### config.mk
export PLATFORM = sky130hd
export DESIGN_NAME = cpu_ctrl_alu_clkgen
export DESIGN_NICKNAME = d
export VERILOG_FILES = /design/src/rtl/cpu_pkg.sv /design/src/rtl/clk_divider.sv /design/src/rtl/cpu_ctrl_alu_clkgen.sv
export SDC_FILE = /design/constraint.sdc
export NUM_CORES = 1
export LEC_CHECK = 0
export ABC_AREA = 1
export BUFFER_PORTS_ARGS = -buffer_cell sky130_fd_sc_hd__buf_2
export CAP_MARGIN = 20
export CORE_MARGIN = 4
export CORE_UTILIZATION = 56
export CTS_CLUSTER_DIAMETER = 200
export DETAILED_ROUTE_END_ITERATION = 10
export GPL_ROUTABILITY_DRIVEN = 1
export GPL_TIMING_DRIVEN = 0
export PLACE_DENSITY_LB_ADDON = 0.12
export SYNTH_ARGS = -nofsm -noshare
export SYNTH_HDL_FRONTEND = slang
export SYNTH_SLANG_ARGS = --single-unit
export TNS_END_PERCENT = 20
### constraint.sdc
create_clock -name clk_in -period 2 [get_ports clk_in]
set_clock_uncertainty 0.1 [all_clocks]
set_input_delay 0.3 -clock clk_in [delete_from_list [all_inputs] [get_ports clk_in]]
set_output_delay 0.3 -clock clk_in [all_outputs]
set_load 0.02 [all_outputs]
### src/rtl/cpu_pkg.sv
// Shared definitions for the microprocessor front end:
// opcode encodings, the control-strobe bundle and the datapath width.
package cpu_pkg;

    localparam int DATA_W = 8;

    localparam logic [1:0] OP_ADD = 2'b00;
    localparam logic [1:0] OP_LW  = 2'b01;
    localparam logic [1:0] OP_SW  = 2'b10;
    localparam logic [1:0] OP_JMP = 2'b11;

    // The first field is the MSB, so a control vector reads in the same
    // order as the decode table.
    typedef struct packed {
        logic reg_dst;
        logic reg_write;
        logic alu_src;
        logic branch;
        logic mem_read;
        logic mem_write;
        logic mem_to_reg;
        logic alu_op;
    } ctrl_t;

endpackage

### src/rtl/clk_divider.sv
// Divides the board clock by 2*HALF_PERIOD to produce the slow processor clock.
// The output comes straight from a flop, so it is glitch-free.
module clk_divider #(
    parameter logic [31:0] HALF_PERIOD = 32'd25_000_000
) (
    input  logic clk_in,
    input  logic reset,
    output logic clk_out
);

    localparam logic [31:0] TERMINAL = HALF_PERIOD - 32'd1;

    logic [31:0] cnt;

    // Count board-clock edges and toggle the output at the end of each half-period.
    // Reset takes priority, even in the middle of a period.
    always_ff @(posedge clk_in) begin
        if (reset) begin
            cnt     <= '0;
            clk_out <= 1'b0;
        end else if (cnt == TERMINAL) begin
            cnt     <= '0;
            clk_out <= ~clk_out;
        end else begin
            cnt     <= cnt + 32'd1;
        end
    end

endmodule

### src/rtl/cpu_ctrl_alu_clkgen.sv
// Front-end support block: clock divider, main-control decoder and adder ALU.
// The decoder and ALU are purely combinational and ignore reset.
module cpu_ctrl_alu_clkgen
    import cpu_pkg::*;
#(
    parameter logic [31:0] HALF_PERIOD = 32'd25_000_000,
    parameter int          WIDTH       = DATA_W
) (
    input  logic             clk_in,
    input  logic             reset,
    output logic             clk_out,
    input  logic [1:0]       op,
    output logic             reg_dst,
    output logic             reg_write,
    output logic             alu_src,
    output logic             branch,
    output logic             mem_read,
    output logic             mem_write,
    output logic             mem_to_reg,
    output logic             alu_op,
    input  logic [WIDTH-1:0] operand1,
    input  logic [WIDTH-1:0] operand2,
    output logic [WIDTH-1:0] result
);

    ctrl_t ctrl;

    clk_divider #(
        .HALF_PERIOD(HALF_PERIOD)
    ) u_div (
        .clk_in (clk_in),
        .reset  (reset),
        .clk_out(clk_out)
    );

    // Decode the opcode into control strobes; unused fields and unknown
    // opcodes fall back to all-zero so nothing gets written by accident.
    always_comb begin
        ctrl = '0;
        case (op)
            OP_ADD:  ctrl = ctrl_t'(8'b1100_0001);
            OP_LW:   ctrl = ctrl_t'(8'b0110_1010);
            OP_SW:   ctrl = ctrl_t'(8'b0010_0100);
            OP_JMP:  ctrl = ctrl_t'(8'b0001_0000);
            default: ctrl = '0;
        endcase
    end

    assign reg_dst    = ctrl.reg_dst;
    assign reg_write  = ctrl.reg_write;
    assign alu_src    = ctrl.alu_src;
    assign branch     = ctrl.branch;
    assign mem_read   = ctrl.mem_read;
    assign mem_write  = ctrl.mem_write;
    assign mem_to_reg = ctrl.mem_to_reg;
    assign alu_op     = ctrl.alu_op;

    // The adder wraps modulo 2^WIDTH and discards the carry-out.
    assign result = operand1 + operand2;

endmodule

Word-level counts from Yosys, hierarchy flattened. Index checks and enable logic that the tools add are counted. Widths: inputs -> output; s select.

Register bits after elaboration: 33. Output and inout bits: 17. Latch bits: 0. Bits in writable memories: 0. Memories kept: 0. Input bits: 20. Memory bits (read-only): 0. Word-level logic and storage cells: 12.

$add $sub $neg: 2. Divide/modulo/power cells: 0. Bitwise gates (word level): 1. Reduce and logical (&&, ||, !) cells: 2. Mux-type cells: 1. Multiply operators: 0. Eq/ne operators: 4. Magnitude comparators: 0. Shifts and indexed selects: 0.

Operator list (count): $add 32x1->32 const B (1); $eq 32x25->1 const B (1); $pmux 8 s4 (1); $add 8x8->8 (1); $eq 2x2->1 const B (2); $eq 2x1->1 const B (1); $logic_not 2->1 (1); $reduce_or 2->1 (1); $not 1->1 (1).

Logic depth before layout (Yosys ltp).
Word-level depth: 2. Depth in mapped cells: 9. Depth with buffers taken out: 9.

By module. Synthesis repeated with hierarchy kept, for this count alone.

Cells, all modules: 367. Area, all modules: 2309.7 µm².

Modules (own cells, without submodules): clk_divider (instances 1, cells each 298, area each 1854.3 µm², seq. area each 660.6 µm²); cpu_ctrl_alu_clkgen (instances 1, cells each 69, area each 455.4 µm², seq. area each 0.0 µm²).

Worst setup path after synthesis. OpenSTA, ideal clock, no wires.

Path kind: input to output. Start: in operand1[0]. End: out result[6]. Required time: 1600 ps. Buffers on the path: 0. Stages: 7. Arrival: 1629 ps. Slack: -29 ps. Cell sequence: ha_1 -> inv_1 -> fa_1 -> o21ai_0 -> nand2_1 -> nand2_1 -> xor2_1.

Word-level cells in the longest chain between the ends: 1.

Ends and longest elaborated chain: from (decl) (RTL line cpu_ctrl_alu_clkgen.sv:21) `input logic [WIDTH-1:0] operand1,`; $add 8x8->8 (RTL line cpu_ctrl_alu_clkgen.sv:59) `assign result = operand1 + operand2;`; to (decl) (RTL line cpu_ctrl_alu_clkgen.sv:23) `output logic [WIDTH-1:0] result`.

No other way between the ends.

Final worst setup path. Same ends and word-level chain as after synthesis.

==> results.ini <==
[synthesis]
synth_nets = 389
synth.distinct_cells = 24
seq_area_frac_synth_pct = 29.5
syn_area_sq_um = 2240
yosysTopAreaCell = dfxtp_1
yosysWarnings = 0
synth_cells = 356
netlist.area_leader.share_pct = 29.5
syn_area_per_cell_sq_um = 6.28
synthTopCellsByArea = dfxtp_1 30%, nand2_1 20%, nor2_1 11%
ys_seq_elements = 33

[finish]
nets = 434
stdcell_count = 450
layout-drive-gt1-share_pct = 18.4
post-route-util_pct = 70.3
area_growth_pct = 18.6
n_antenna_cell = 0
n_fill_cell = 349

[clock_tree]
cts_inserted_buffers = 5
cts-root-buf = clkbuf_8
worstSkewPairLatency_ns = 0.29
clock-sinks = 33
clk_path_buf_depth = 2
cts.clk_slew.worst_paths_ns = 0.07
htreeDepth = 2
cts_tree = done

[floorplan]
coreArea_sq_um = 3770
io_pins = 37
die_h_um = 71.2
die_w_um = 71.2
initial_core_util_pct = 59.3
die_area_sq_um = 5070
num_rows = 22

[routing]
drc = 0
wl_per_cell_um = 11.1
first_pass_iters = 4
routed_via_density = 4.89
drt_iter0_drc = 124
ant_nets = 0
num_vias = 2200
m1WireLength_um = 2240
top_layer = met4
drt_wl_total_um = 5010
wl_met2_um = 2450
wl_met3_um = 244

[power_and_ir_drop]
p_switching_uw = 400
peakVddDrop_v = 0.000390
p_total_uw = 1580
p_seq_share_pct = 42.3
p_leak_uw = 0.00112
p_int_uw = 1180
pwr-share-comb_pct = 16.4
switching_share_pct = 25.3
p_per_area_nw_per_um2 = 595
clkPwrFrac_pct = 41.4

[setup_path]
worstPathMaxFanout = 2
critPathRequiredTime_ns = 1.60
worst_ep_arrival_time_ns = 1.52
regToRegStartpoint = u_div.cnt[0]
cp-start-kind = input pin
cpPeakStageDelay_ns = 0.37
cp-startpoint = operand1[0]
cp_cell_sequence = buf_2 -> ha_4 -> inv_1 -> fa_2 -> o21ai_2 -> nand2_1 -> nand2_2 -> xor2_2 -> buf_6
critPathCaptureType = primary output
cpMaxStageDelayCell = fa_2
path_class = in2out
r2r_setup_slack_ns = 0.34

[timing]
period_needed_ns = 1.92
finalSetupViolCount = 0
hold-worst-slack_ns = 0.179
relSlewSlack_pct = 83.5
finalHoldViolCount = 0
maxSlewViolCount = 0
max_freq_mhz = 520
min_period_over_period_pct = 96.2
worst_pin_slew_ns = 0.247

[place]
hpwl_um = 3960
dp.cells = 440
port_buffers = 36
gp_congestion = 0.894

[outcome]
outcome = finished clean

[grt]
grt_util_all_layers_pct = 21.5
first_global_vias = 2061
gr-total-overflow = 0
grt_antenna_before_repair = 0
grt_pass1_wl_um = 8820
grt_max_degree = 12

[worst_hold_path]
hp-start = reset
hold_class = in2reg

[job]
maxCapViolCount = 0

-- stage by stage --
step	setup WS (ns)	TNS [ns]	area, sq um
5_1_grt	-0.0132	-0.0238	2650
3_5_place_dp	-0.181	-0.211	2480
3_3_place_gp	-0.166	-0.184	2480
6_report	0.0752	0	2650
2_1_floorplan	0.0499	0	2240
4_1_cts	0.0120	0	2610
-- sequential cells by signal, summed over array words and instances (netlist names) --
name           flops
u_div.cnt         32
u_div.clk_out      1
-- synth_stat cells, drive strengths merged --
cell / instances
inv: 46
a21oi: 12
ha: 12
nand4: 1
xnor2: 8
nand2: 123
or2: 2
buf: 5
a31oi: 1
nand3: 20
o21ai: 2
dfxtp: 33
nor2: 78
xor2: 9
fa: 1
nand3b: 1
a21o: 2
-- critical path, delay by kind of cell --
family | cells | cell delay, ns
XOR/XNOR | 1 | 0.14
AND/OR/NAND/NOR | 2 | 0.15
AO/OA/AOI/OAI | 1 | 0.14
adder cells (fa/ha/maj) | 2 | 0.50
buffers and inverters | 3 | 0.28
-- layout make-up --
type	count	area [sq um]	area share (%)
multi-input combinational	272	1390	52.3
sequential	33	661	24.9
timing repair buffer	38	204	7.69
inverter	46	173	6.51
clock buffer	6	82.6	3.11
tap	48	60.1	2.26
buffer	5	48.8	1.84
clock inverter	2	37.5	1.42
-- power groups by stage --
stage          sequential (uW)  clock, uW  combinational, uW
6_report                   667        652                258
5_1_grt                    667        690                286
4_1_cts                    667        665                244
3_5_place_dp               682          0                236
3_3_place_gp               682          0                231
2_1_floorplan              681          0                164
-- per-layer routing --
metal | vias up | global-route usage [%]
li1 | 1169 | -
met1 | 981 | 27.3
met2 | 41 | 37.1
met3 | 9 | 4.26
met4 | 0 | 5.64
met5 | - | 0
-- cells in the final DEF (no fill, tap or decap), drive strengths merged --
master / instances
a21o: 2
fa: 1
nand4: 1
clkbuf: 6
ha: 12
xnor2: 8
bufinv: 1
dfxtp: 33
a31oi: 1
nand3b: 1
inv: 46
o21ai: 2
nand2: 123
buf: 43
xor2: 9
or2: 2
nand3: 20
clkinvlp: 1
a21oi: 12
nor2: 78
-- final timing paths --
path | end | cells after the start
worst max register to register | u_div.cnt[23] | 9
worst min register to register | u_div.cnt[0] | 1
worst max-delay path | result[6] | 9
worst min-delay path | u_div.clk_out | 4
-- cells by family (layout without fill, tap and decap cells) --
kind of cell,count (synthesis),after routing,share of synthesized area (%)
compound gates,17,17,4.09
xor+xnor,17,17,6.66
fa+ha+maj,13,13,7.61
buf+inv,51,97,9.90
flops,33,33,29.5
simple gates,225,225,42.2
-- what timing repair did --
| action | 4_1_cts | 5_1_grt |
|---|---|---|
| hold buffers | 0 | 0 |
| setup buffers | 0 | 2 |
| pin swaps | 0 | 2 |
| endpoints found under the hold margin | 0 | 0 |
| gates resized for setup | 4 | 6 |
| endpoints found under the setup margin | 2 | 2 |
Note: power is estimated with default switching activity, not from simulation.
